[config.mk]
export PLATFORM = sky130hd
export DESIGN_NAME = digit_template_matcher
export DESIGN_NICKNAME = d
export VERILOG_FILES = /design/src/rtl/digit_template_matcher.sv
export SDC_FILE = /design/constraint.sdc
export NUM_CORES = 1
export LEC_CHECK = 0
export ABC_AREA = 1
export ABC_CLOCK_PERIOD_IN_PS = 6100
export CORE_MARGIN = 2
export CORE_UTILIZATION = 53
export DETAILED_ROUTE_END_ITERATION = 10
export PLACE_DENSITY = 0.9
export SYNTH_ARGS = -nofsm -noshare
export SYNTH_HDL_FRONTEND = slang
export SYNTH_SLANG_ARGS = --single-unit
[constraint.sdc]
create_clock -name clk -period 6.1 [get_ports clk]
set_input_delay 1.22 -clock clk [delete_from_list [all_inputs] [get_ports clk]]
set_output_delay 1.22 -clock clk [all_outputs]
set_load 0.02 [all_outputs]
[src/rtl/digit_template_matcher.sv]
// rtl/digit_template_matcher.sv - scores a 16x16 drawn image against digit templates and reports the best match
module digit_template_matcher #(
  parameter int NUM_DIGITS   = 10,
  parameter int MATCH_THRESH = 200
) (
  input  logic        clk,
  input  logic        rst_n,
  input  logic        start,
  input  logic [0:15] img_row,
  input  logic [0:15] tmpl_row,
  output logic [3:0]  row_addr,
  output logic [3:0]  digit_sel,
  output logic        busy,
  output logic        done,
  output logic [3:0]  result_digit,
  output logic [8:0]  result_score,
  output logic        result_valid
);

  localparam logic [3:0] LAST_DIGIT = 4'(NUM_DIGITS - 1);
  localparam logic [8:0] THRESH     = 9'(MATCH_THRESH);

  typedef enum logic [1:0] {S_IDLE, S_SCAN, S_FINISH} state_t;

  state_t      r_state;
  state_t      w_state_nxt;
  logic [3:0]  r_row_addr;
  logic [3:0]  r_digit_sel;
  logic [8:0]  r_acc;
  logic [8:0]  r_best_score;
  logic [3:0]  r_best_digit;
  logic        r_busy;
  logic        r_done;
  logic [3:0]  r_result_digit;
  logic [8:0]  r_result_score;
  logic        r_result_valid;

  logic [15:0] w_xnor;
  logic [4:0]  w_row_match;
  logic [8:0]  w_digit_total;
  logic        w_last_row;
  logic        w_last_digit;
  logic        w_take_best;

  assign w_xnor        = ~(img_row ^ tmpl_row);
  assign w_digit_total = r_acc + 9'(w_row_match);
  assign w_last_row    = (r_row_addr == 4'd15);
  assign w_last_digit  = (r_digit_sel == LAST_DIGIT);
  // Digit 0 always seeds the best; later digits must strictly beat it so ties keep the lower digit.
  assign w_take_best   = (r_digit_sel == 4'd0) || (w_digit_total > r_best_score);

  // Count pixels where the drawn row agrees with the template row.
  always_comb begin
    w_row_match = '0;
    for (int i = 0; i < 16; i++) begin
      w_row_match = w_row_match + 5'(w_xnor[i]);
    end
  end

  // State register.
  always_ff @(posedge clk or negedge rst_n) begin
    if (!rst_n) r_state <= S_IDLE;
    else        r_state <= w_state_nxt;
  end

  // Next-state logic: start only matters in IDLE; FINISH lasts exactly one cycle.
  always_comb begin
    w_state_nxt = r_state;
    case (r_state)
      S_IDLE:   if (start) w_state_nxt = S_SCAN;
      S_SCAN:   if (w_last_row && w_last_digit) w_state_nxt = S_FINISH;
      S_FINISH: w_state_nxt = S_IDLE;
      default:  w_state_nxt = S_IDLE;
    endcase
  end

  // Scan datapath: row/digit walk, per-digit accumulation, best tracking and result publication.
  always_ff @(posedge clk or negedge rst_n) begin
    if (!rst_n) begin
      r_row_addr     <= '0;
      r_digit_sel    <= '0;
      r_acc          <= '0;
      r_best_score   <= '0;
      r_best_digit   <= '0;
      r_busy         <= 1'b0;
      r_done         <= 1'b0;
      r_result_digit <= '0;
      r_result_score <= '0;
      r_result_valid <= 1'b0;
    end else begin
      r_done <= 1'b0;
      case (r_state)
        S_IDLE: begin
          if (start) begin
            r_row_addr   <= '0;
            r_digit_sel  <= '0;
            r_acc        <= '0;
            r_best_score <= '0;
            r_best_digit <= '0;
            r_busy       <= 1'b1;
          end
        end
        S_SCAN: begin
          if (w_last_row) begin
            r_acc      <= '0;
            r_row_addr <= '0;
            if (w_take_best) begin
              r_best_score <= w_digit_total;
              r_best_digit <= r_digit_sel;
            end
            if (!w_last_digit) r_digit_sel <= r_digit_sel + 4'd1;
          end else begin
            r_acc      <= w_digit_total;
            r_row_addr <= r_row_addr + 4'd1;
          end
        end
        S_FINISH: begin
          r_result_digit <= r_best_digit;
          r_result_score <= r_best_score;
          r_result_valid <= (r_best_score >= THRESH);
          r_done         <= 1'b1;
          r_busy         <= 1'b0;
          r_digit_sel    <= '0;
        end
        default: begin
          r_busy <= 1'b0;
        end
      endcase
    end
  end

  assign row_addr     = r_row_addr;
  assign digit_sel    = r_digit_sel;
  assign busy         = r_busy;
  assign done         = r_done;
  assign result_digit = r_result_digit;
  assign result_score = r_result_score;
  assign result_valid = r_result_valid;

endmodule

# After elaboration in Yosys (flattened, before gate mapping)
# Index checks and enable logic that the tools add are counted.
totals:
  reg_bits: 48
  inputBits: 35
  output_inout_bits: 24
  elab_cells: 75
classes:
  add_sub_neg: 18
  order_cmp: 2
  eq_ne: 9
  mux: 21
  bitwise: 3
  n_reduce_logical: 11
ops:
  columns: ["op", "count"]
  rows:
  - ["$add A5 B1 Y5", 11]
  - ["$mux W9", 4]
  - ["$pmux W9 S2", 2]
  - ["$mux W4", 6]
  - ["$not A16 Y16", 1]
  - ["$pmux W4 S2", 2]
  - ["$xor A16 B16 Y16", 1]
  - ["$pmux W4 S3", 1]
  - ["$ne A2 B2 Y1 const B", 5]
  - ["$add A9 B5 Y9", 1]
  - ["$ge A9 B8 Y1 const B", 1]
  - ["$gt A9 B9 Y1", 1]
  - ["$add A4 B1 Y4 const B", 2]
  - ["$eq A4 B4 Y1 const B", 2]
  - ["$reduce_and A4 Y1", 2]
  - ["$reduce_and A2 Y1", 3]
  - ["$add A4 B1 Y5", 1]
  - ["$add A3 B1 Y4", 1]
  - ["$logic_not A4 Y1", 1]
  - ["$mux W2", 2]
  - ["$pmux W2 S2", 1]
  - ["$add A2 B1 Y3", 1]
  - ["$reduce_bool A3 Y1", 1]
  - ["$add A1 B1 Y2", 1]
  - ["9 further kinds", 10]

# Logic depth before layout (Yosys ltp)
# Gate-level depths: netlist of run 1.
depth:
  ltp_word: 23
  ltp_mapped: 32
  ltp_nobuf: 31

# Worst setup path before layout of run 1
# No wires, ideal clock.
synth_path:
  path_kind: "input-to-reg"
  startpoint: "input tmpl_row[5] in the netlist's numbering"
  endpoint: "register r_best_score[0]"
  setup_time_ns: 0.116
  arrival_time_ns: 5.892
  required_time_ns: 5.984
  slack_ns: 0.091
  path_stages: 30
  path_buffers: 1
  cell_sequence: "xor2_1 > fa_1 > inv_1 > fa_1 > inv_1 > fa_1 > fa_1 > fa_1 > fa_1 > inv_1 > nand3_1 > nand2_1 > nand2_1 > nand2_1 > nand2_1 > nand2_1 > inv_1 > ha_1 > nand2_1 > inv_1 > nand2_1 > nor2_2 > nand2_1 > nand2_1 > nand2_1 > nand2_4 > nand2_4 > buf_6 > nand2_1 > nand2_1"
synth_between:
  elab_chain_cells: 13
  elab_cells_between_ends: 16
  cone_classes: "add/sub (7); order compare (1); eq/ne (1); mux (3); bitwise (2); reduce/logical (2)"
synth_rtl:
  columns: ["item", "line", "rtl"]
  rows:
  - ["from (decl)", "10", "input logic [0:15] tmpl_row,"]
  - ["$xor A16 B16 Y16 *", "45", "assign w_xnor = ~(img_row ^ tmpl_row);"]
  - ["$not A16 Y16 *", "45", null]
  - ["$add A5 B1 Y5 * (6 in series)", "56", "w_row_match = w_row_match + 5'(w_xnor[i]);"]
  - ["$add A9 B5 Y9 *", "46", "assign w_digit_total = r_acc + 9'(w_row_match);"]
  - ["$gt A9 B9 Y1", "50", "assign w_take_best = (r_digit_sel == 4'd0) || (w_digit_total > r_best_score);"]
  - ["$logic_or A1 B1 Y1", "50", null]
  - ["$ne A2 B2 Y1 (no line)", null, null]
  - ["$reduce_and A4 Y1 (no line)", null, null]
  - ["to (signal assigned)", "108", "r_best_score <= w_digit_total;"]
  - ["to (decl)", "30", "logic [8:0] r_best_score;"]
# Every way passes the cells marked *; elsewhere a longest branch is shown, timed or not. The select of a mux whose other input is x is not followed.
# A chain may end at the register's enable or synchronous reset.

# Worst setup path in the final report of run 1
layout_path:
  startpoint: "input tmpl_row[15] in the netlist's numbering"
  endpoint: "register r_best_digit[1]"
layout_between:
  elab_chain_cells: 22
layout_rtl:
  columns: ["item", "line", "rtl"]
  rows:
  - ["$xor A16 B16 Y16", "45", null]
  - ["$not A16 Y16", "45", null]
  - ["$add A1 B1 Y2", "56", null]
  - ["$add A2 B1 Y3", "56", null]
  - ["$add A3 B1 Y4", "56", null]
  - ["$add A4 B1 Y5", "56", null]
  - ["$add A5 B1 Y5 (11 in series)", "56", null]
  - ["$add A9 B5 Y9", "46", null]
  - ["$gt A9 B9 Y1", "50", null]
  - ["$logic_or A1 B1 Y1", "50", null]
  - ["$ne A2 B2 Y1 (no line)", null, null]
  - ["$reduce_and A4 Y1 (no line)", null, null]
  - ["to (signal assigned)", "109", "r_best_digit <= r_digit_sel;"]
  - ["to (decl)", "31", "logic [3:0] r_best_digit;"]
# No other way between the ends.

==> flow_summary.yaml, run 1 <==
die:
  initial_core_util_pct: 54.2
  core_um2: 5850
  die_y_um: 81.4
  ios: 59
  dieWidth_um: 81.4
  dieArea_um2: 6620
  rows: 28
logic_synthesis:
  ys_seq_area_share_pct: 37.9
  yosysUniqueCellTypes: 29
  ys.flop_type: "dfrtp_1"
  syn_area_um2: 3170
  syn_inst: 378
  synth-edff-count: 0
  ys_ff_latch: 48
  synth_area_per_cell_um2: 8.39
  syn_nets: 446
  async_reset_ff_share_pct: 100
  yosysWarnings: 0
global_routing:
  grt_first_pass_wirelength_um: 12200
  gr-total-overflow: 0
  grt_max_degree: 49
  grt_pass1_vias: 2839
  gr-usage-all-layers_pct: 23.9
  antenna_found_initial: 0
worst_setup_path:
  crit_fanout: 7
  crit_buf_inv: 5
  setup.worst_path.end: "r_best_digit[1]"
  critical_path_depth: 22
  startpoint: "tmpl_row[15]"
  path_cells: "dlymetal6s2s_1 > xnor2_2 > fa_1 > inv_1 > fa_1 > fa_1 > fa_1 > fa_2 > fa_2 > buf_4 > buf_4 > xnor2_1 > ha_1 > a21oi_1 > o21ai_0 > nand2_1 > nand2_1 > nand2_2 > nand2_8 > buf_6 > nand3_1 > nand2_1"
  crit_top_cell: "fa_1"
  required_ns: 6.30
  cp.arrival_ns: 6.21
  rr_endpoint: "r_best_digit[1]"
  end_kind: "flop"
  path_class: "in -> reg"
  cp_top_family: "adder cells"
  r2r-start: "r_acc[0]"
  worstRegToRegCells: 20
  cpPeakStageDelay_ns: 0.58
  slowest_stage: "fa_1"
  reg2reg_slack_ns: 0.86
  startpoint_type: "primary input"
sta:
  final.setup_skew_ns: 0.00794
  finalSetupViolations: 0
  finalCritPeriodShare_pct: 98.5
  tightest_slew_ns: 1.04
  worst_hold_slack_ns: 0.480
  fmax_ghz: 0.167
  postLayoutSetupSlackWorst_ns: 0.0944
  finalCriticalPeriod_ns: 6.01
  slew_headroom_pct: 30.7
  fin_setup_tns_ns: 0
  finalHoldViolCount: 0
  drv_slew: 0
cts:
  ctsHoldBuffers: 0
  numCtsBuffers: 5
  cts_buffer_depth: 2
  root_buffer: "clkbuf_8"
  numClockSinks: 48
  clock_latency_ns: 0.31
  htreeDepth: 2
  clkTransAtPathRegs_ns: 0.09
  cts_tree: "built"
place:
  placedCellCount: 513
  hpwlAfterDp_um: 5410
  place_congestion: 0.891
  dpl_worst_slack_ns: -0.632
  io_buffer_count: 58
final_layout:
  final_layout_size_suffix_gt1_share_pct: 17.2
  multi_input_area_um2: 1830
  regArea_um2: 1200
  area_growth_pct: 32.7
  fin_nets: 525
  final_cells: 533
  antenna_cells: 0
  nFillCells: 433
drt:
  remaining_drc_errors: 0
  drtIter0Drc: 116
  viasPerCell: 5.20
  first_pass_iters: 4
  antenna_left: 0
  post_drt_wl_per_cell_um: 14.3
  vias: 2771
  drt_wl_total_um: 7630
hold_path:
  worst_hold_path_type: "reg -> reg"
job:
  drv_cap: 0
status:
  status: "finished clean"
==> cells in the mapped netlist, types with 3 or more instances <==
cell type / n / share of area [%]
inv_1: 55 / 6.5
xor2_1: 14 / 3.9
o22ai_1: 4 / 0.79
a21oi_1: 6 / 0.95
dfrtp_1: 48 / 38
nor2_2: 3 / 0.59
o21ai_1: 4 / 0.63
buf_6: 3 / 1.1
fa_1: 12 / 7.6
xnor2_1: 9 / 2.5
buf_2: 3 / 0.47
o21ai_0: 13 / 2.1
nand3_1: 34 / 5.4
nand2_4: 6 / 2.1
nand4_1: 5 / 0.99
nand2_1: 101 / 12
ha_1: 21 / 8.3
nor2_1: 23 / 2.7
==> worst min-delay path, cell delays in order (launching register included) <==
cell and delay, ns:
dfrtp_1 0.35, nand2_1 0.05, nand2_1 0.05
==> repair_timing <==
action	4_1_cts	5_1_grt
gates cloned	1	1
gates resized for setup	17	38
setup buffers	7	3
hold endpoints to repair	0	0
pin swaps	12	17
setup endpoints to repair	13	13
==> metrics by stage <==
step	area [um2]	util [%]
floorplan	3170	-
global placement	3860	65.9
detailed placement	3860	65.9
CTS	4070	69.5
global route	4210	72.0
finish	4210	72.0
==> layer usage <==
metal  global-route usage [%]  part of all wire [%]  vias to the layer above
met5                        0                     0                        -
met1                     27.5                    39                     1306
li1                         -                     -                     1342
met3                     5.67                   5.7                       21
met2                     42.5                    53                      102
met4                     9.66                   2.7                        0
==> final cells by class <==
| class | instances | share of cell area (%) |
|---|---|---|
| clock inverter | 2 | 0.327 |
| clock buffer | 6 | 1.96 |
| inverter | 60 | 5.59 |
| timing repair buffer | 78 | 18.0 |
| tap | 75 | 2.23 |
| multi-input combinational | 264 | 43.4 |
| sequential | 48 | 28.5 |
==> sequential cells by signal (all words and copies together), names as in the netlist, 2 cells and up <==
register,flops
r_acc,9
r_best_score,9
result_score,9
digit_sel,4
r_best_digit,4
result_digit,4
row_addr,4
r_state,2
==> how the worst min path moves through the flow <==
stage	endpoint	startpoint	cells after the start	slack, ns
after CTS	result_score[0]	result_score[0]	2	0.48
after global placement	result_score[0]	result_score[0]	2	0.45
after detailed placement	result_score[0]	result_score[0]	2	0.46
after floorplan	r_best_score[1]	r_best_score[1]	2	0.44
after global routing	result_score[0]	result_score[0]	2	0.49
final	result_score[0]	result_score[0]	2	0.48
==> placed cells by master (no fill, tap or decap), types with 5 or more instances in the layout <==
master / count
buf_4: 16
nand2_4: 6
a21oi_1: 6
clkdlybuf4s50_1: 41
ha_1: 20
nand2_1: 90
fa_1: 10
nand4_1: 5
nor2_1: 23
o21ai_0: 13
inv_1: 51
nand3_1: 33
dfrtp_1: 48
clkbuf_8: 6
nand2_2: 12
xnor2_2: 5
xor2_1: 11
inv_2: 6
dlymetal6s2s_1: 13
==> cells by family (layout without fill, tap and decap cells) <==
group	count (synthesis)	after routing	synth area share, %
AO/OA/AOI/OAI	29	29	5.48
buffers and inverters	68	146	9.31
flip-flops	48	48	37.9
adder cells (fa/ha/maj)	33	33	15.9
AND/OR/NAND/NOR	177	179	25.1
XOR/XNOR	23	23	6.35
Power of run 1 is not shown: default switching activity piles up to over one toggle a cycle in this logic, so the estimate is an artifact.
==> run 2: changes to the inputs <==
--- a/config.mk
+++ b/config.mk
@@ -6,11 +6,12 @@
 export NUM_CORES = 1
 export LEC_CHECK = 0
 export ABC_AREA = 1
-export ABC_CLOCK_PERIOD_IN_PS = 6100
+export ABC_CLOCK_PERIOD_IN_PS = 7400
 export CORE_MARGIN = 2
-export CORE_UTILIZATION = 53
+export CORE_UTILIZATION = 50
 export DETAILED_ROUTE_END_ITERATION = 10
-export PLACE_DENSITY = 0.9
+export PLACE_DENSITY = 0.86
+export SLEW_MARGIN = 20
 export SYNTH_ARGS = -nofsm -noshare
 export SYNTH_HDL_FRONTEND = slang
 export SYNTH_SLANG_ARGS = --single-unit
==> constraint.sdc (replaced) <==
create_clock -name clk -period 7.4 [get_ports clk]
set_input_delay 1.48 -clock clk [delete_from_list [all_inputs] [get_ports clk]]
set_output_delay 1.48 -clock clk [all_outputs]
set_load 0.02 [all_outputs]
==> run 2 against run 1 <==
Against the previous run:
- first-iteration DRC count is 34% higher
- global-route usage down 5.1 points
- sequential share of layout area is 2.3 points higher
- cell count shrank 3.8%
- critical path depth up 7
- core utilization is 9.6 points lower
- critical path type unchanged
- critical endpoint is now r_best_score[5]
- largest cell class unchanged
==> flow_summary.yaml, run 2 (synthesized netlist as in run 1, its figures left out) <==
status:
  status: "finished clean"
cts:
  clock_latency_ns: 0.30
  root_buffer: "clkbuf_8"
  clkTransAtPathRegs_ns: 0.09
  ctsHoldBuffers: 0
  htreeDepth: 2
  cts_buffer_depth: 2
  numCtsBuffers: 5
  cts_tree: "built"
  post_cts_buffers: 0
  numClockSinks: 48
  cts.repair.resized: 0
global_routing:
  gr-total-overflow: 0
  grt_first_pass_wirelength_um: 11000
  grt_max_degree: 49
  antenna_found_initial: 0
  gr-usage-all-layers_pct: 18.9
  grt_pass1_vias: 2538
sta:
  final.setup_skew_ns: 0.00629
  fin_setup_tns_ns: 0
  slew_headroom_pct: 61.2
  drv_slew: 0
  finalHoldViolCount: 0
  finalSetupViolations: 0
  tightest_slew_ns: 0.582
  finalCriticalPeriod_ns: 6.75
  rsz0062_at_grt: "no"
  finalCritPeriodShare_pct: 91.2
  fmax_ghz: 0.148
job:
  drv_cap: 0
drt:
  remaining_drc_errors: 0
  drtIter0Drc: 155
  viasPerCell: 5.07
  post_drt_wl_per_cell_um: 11.9
  antenna_left: 0
  drt_wl_total_um: 6120
  first_pass_iters: 5
  vias: 2600
place:
  io_buffer_count: 58
  hpwlAfterDp_um: 4870
  place_congestion: 0.923
final_layout:
  nFillCells: 537
  area_growth_pct: 22.8
  fin_nets: 503
  final_cell_mix: "nand2_1 (101), clkdlybuf4s50_1 (57), inv_1 (55)"
  final_common_cell: "nand2_1"
  final_layout_size_suffix_gt1_share_pct: 5.96
  antenna_cells: 0
die:
  rows: 29
  dieArea_um2: 7000
  die_y_um: 83.6
  initial_core_util_pct: 50.8
  dieWidth_um: 83.6
  ios: 59
  core_um2: 6240
worst_setup_path:
  startpoint_type: "primary input"
  crit_top_cell: "nand2_1"
  path_class: "in -> reg"
  crit_fanout: 14
  required_ns: 7.59
  end_kind: "flop"
  slowest_stage: "fa_1"
  cp.arrival_ns: 6.94
  cpPeakStageDelay_ns: 0.53
hold_path:
  worst_hold_path_type: "reg -> reg"
## run 2: cell types whose count changed in the layout (fill, tap and decap cells not counted), sizes merged
cell	previous run	this run
inv	60	59
bufinv	0	1
dlymetal6s2s	13	0
clkdlybuf4s50	41	57
nand2	110	108
buf	21	1
clkbuf	9	6
## run 2: per-stage QoR
step / cell area (um2) / cells / utilization [%] / setup slack [ns] / hold WS, ns
6_report: 3890 / 513 / 62.4 / 0.654 / 0.478
5_1_grt: 3890 / 513 / 62.4 / 0.224 / 0.508
4_1_cts: 3890 / 513 / 62.3 / 0.636 / 0.481
3_5_place_dp: 3780 / 505 / 60.6 / 0.346 / 0.459
3_3_place_gp: 3780 / 505 / 60.6 / 0.482 / 0.452
2_1_floorplan: 3170 / 378 / - / 1.13 / 0.442
## run 2: layout make-up
class | instances | area (um2) | share of cell area, %
clock buffer | 6 | 72.6 | 1.86
sequential | 48 | 1200 | 30.8
timing repair buffer | 58 | 578 | 14.8
clock inverter | 2 | 35.0 | 0.900
tap | 77 | 96.3 | 2.47
multi-input combinational | 262 | 1680 | 43.0
inverter | 60 | 235 | 6.04
## run 2: final timing paths
path                                  from               to  slack (ns)  cells after the start
max in group asynchronous            rst_n     digit_sel[3]        5.83                      1
min in group asynchronous            rst_n  result_digit[1]        1.18                      1
min                        result_digit[2]  result_digit[2]        0.48                      2
min reg2reg                result_digit[2]  result_digit[2]        0.48                      2
max                            img_row[15]  r_best_score[5]        0.65                     29
max reg2reg                       r_acc[0]  r_best_score[5]        1.95                     27
## run 2: layer usage
layer | wire length, um | GRT usage [%] | vias to the layer above
met2 | 3120 | 33.0 | 84
met5 | 0 | 0 | -
li1 | - | - | 1296
met4 | 91 | 4.99 | 0
met3 | 345 | 3.96 | 9
met1 | 2560 | 23.8 | 1211
## run 2: worst max-delay path: cells and delay by family
family | cells | cell delay, ns
xor+xnor | 1 | 0.15
simple gates | 16 | 1.36
buf+inv | 5 | 0.70
fa+ha+maj | 7 | 3.26
Power of run 2 is left out for the same reason.
==> run 3: changes to the inputs <==
--- a/config.mk
+++ b/config.mk
@@ -8,9 +8,10 @@
 export ABC_AREA = 1
 export ABC_CLOCK_PERIOD_IN_PS = 7400
 export CORE_MARGIN = 2
-export CORE_UTILIZATION = 50
+export CORE_UTILIZATION = 25
+export CTS_BUF_LIST = sky130_fd_sc_hd__clkbuf_4 sky130_fd_sc_hd__clkbuf_8
 export DETAILED_ROUTE_END_ITERATION = 10
-export PLACE_DENSITY = 0.86
+export PLACE_DENSITY = 0.53
 export SLEW_MARGIN = 20
 export SYNTH_ARGS = -nofsm -noshare
 export SYNTH_HDL_FRONTEND = slang
==> run 3 against run 2 <==
Against the previous run:
- fmax is 1.5% higher
- setup slack better by 0.10 ns
- count of clock-buffer cells in the layout decreased by 1
- cell count grew 19%
- core utilization fell by 30 points
- critical path depth rose by 1
- sequential cell count did not move
- clock skew is 0.0042 ns higher
- hold slack worse by 0.0012 ns
- global-route usage fell by 8.3 points
- via count fell by 3.3%
- critical path type unchanged
- highest routed layer unchanged
==> flow_summary.yaml, run 3 (synthesized netlist as in run 1, its figures left out) <==
final_layout:
  final_cell_mix: "nand2_1 (101), clkdlybuf4s50_1 (57), inv_1 (55)"
  final_common_cell: "nand2_1"
  nFillCells: 1386
  fin_nets: 505
  final_layout_size_suffix_gt1_share_pct: 6.41
  area_growth_pct: 27.6
  antenna_cells: 0
global_routing:
  antenna_found_initial: 0
  grt_pass1_vias: 2474
  grt_max_degree: 49
  gr-total-overflow: 0
  grt_first_pass_wirelength_um: 11500
  gr-usage-all-layers_pct: 10.6
die:
  core_um2: 12500
  die_y_um: 117
  rows: 41
  ios: 59
  dieArea_um2: 13600
  initial_core_util_pct: 25.3
  dieWidth_um: 117
hold_path:
  worst_hold_path_type: "reg -> reg"
  hp-start: "result_digit[0]"
worst_setup_path:
  crit_top_cell: "nand2_1"
  startpoint: "tmpl_row[5]"
  cpPeakStageDelay_ns: 0.53
  crit_fanout: 14
  required_ns: 7.60
  cp.arrival_ns: 6.84
  startpoint_type: "primary input"
  slowest_stage: "fa_1"
  end_kind: "flop"
  r2r-start: "r_acc[0]"
  path_class: "in -> reg"
cts:
  clock_latency_ns: 0.31
  cts_buffer_depth: 2
  root_buffer: "clkbuf_8"
  numClockSinks: 48
  cts_tree: "built"
  post_cts_buffers: 0
  htreeDepth: 2
  ctsHoldBuffers: 0
  numCtsBuffers: 5
  clkTransAtPathRegs_ns: 0.09
  cts.repair.resized: 0
sta:
  finalCritPeriodShare_pct: 89.8
  finalHoldViolCount: 0
  finalCriticalPeriod_ns: 6.65
  rsz0062_at_grt: "no"
  final.setup_skew_ns: 0.0105
  slew_headroom_pct: 59.0
  fmax_ghz: 0.150
  fin_setup_tns_ns: 0
  finalSetupViolations: 0
  tightest_slew_ns: 0.615
  drv_slew: 0
drt:
  first_pass_iters: 4
  drt_wl_total_um: 6720
  viasPerCell: 4.13
  vias: 2513
  post_drt_wl_per_cell_um: 11.0
  antenna_left: 0
  remaining_drc_errors: 0
  drtIter0Drc: 127
place:
  place_congestion: 0.828
  hpwlAfterDp_um: 5270
  io_buffer_count: 58
status:
  status: "finished clean"
job:
  drv_cap: 0
[run 3: layout make-up]
| cell class | instances | area, um2 | share of cell area, % |
|---|---|---|---|
| repair buffers | 60 | 591 | 14.6 |
| multi-input cells | 262 | 1680 | 41.4 |
| inverters | 60 | 235 | 5.81 |
| flip-flops and latches | 48 | 1200 | 29.7 |
| clock inverters | 2 | 60.1 | 1.48 |
| well taps | 172 | 215 | 5.32 |
| clock buffers | 5 | 68.8 | 1.70 |
[run 3: per-layer routing]
metal  wire [um]  vias to the layer above  track usage (%)
li1            -                     1303                -
met1        3180                     1137             13.6
met2        3100                       67             18.1
met3         335                        6             1.92
met4          99                        0             3.37
met5           0                        -                0
[run 3: path summary, 6_finish.rpt]
check | slack [ns] | to | cells after the start
min in group asynchronous | 1.27 | result_digit[2] | 2
min reg2reg | 0.48 | result_digit[0] | 2
max in group asynchronous | 5.73 | r_best_score[6] | 2
min | 0.48 | result_digit[0] | 2
max | 0.75 | r_best_score[8] | 30
max reg2reg | 2.06 | r_best_score[8] | 27
[run 3: worst max-delay path, delay by kind of cell]
kind | cells | cell delay (ns)
fa+ha+maj | 7 | 3.18
simple gates | 16 | 1.29
buf+inv | 6 | 0.71
xor+xnor | 1 | 0.18
[run 3: metrics by stage]
step	setup slack [ns]	instance area, um2	util, %	hold slack, ns	instances
2_1_floorplan	1.13	3170	-	0.442	378
3_3_place_gp	0.527	3920	31.3	0.455	602
3_5_place_dp	0.406	3920	31.3	0.458	602
4_1_cts	0.737	4050	32.3	0.479	609
5_1_grt	0.354	4050	32.3	0.503	609
6_report	0.754	4050	32.3	0.477	609
Power of run 3 is left out for the same reason.
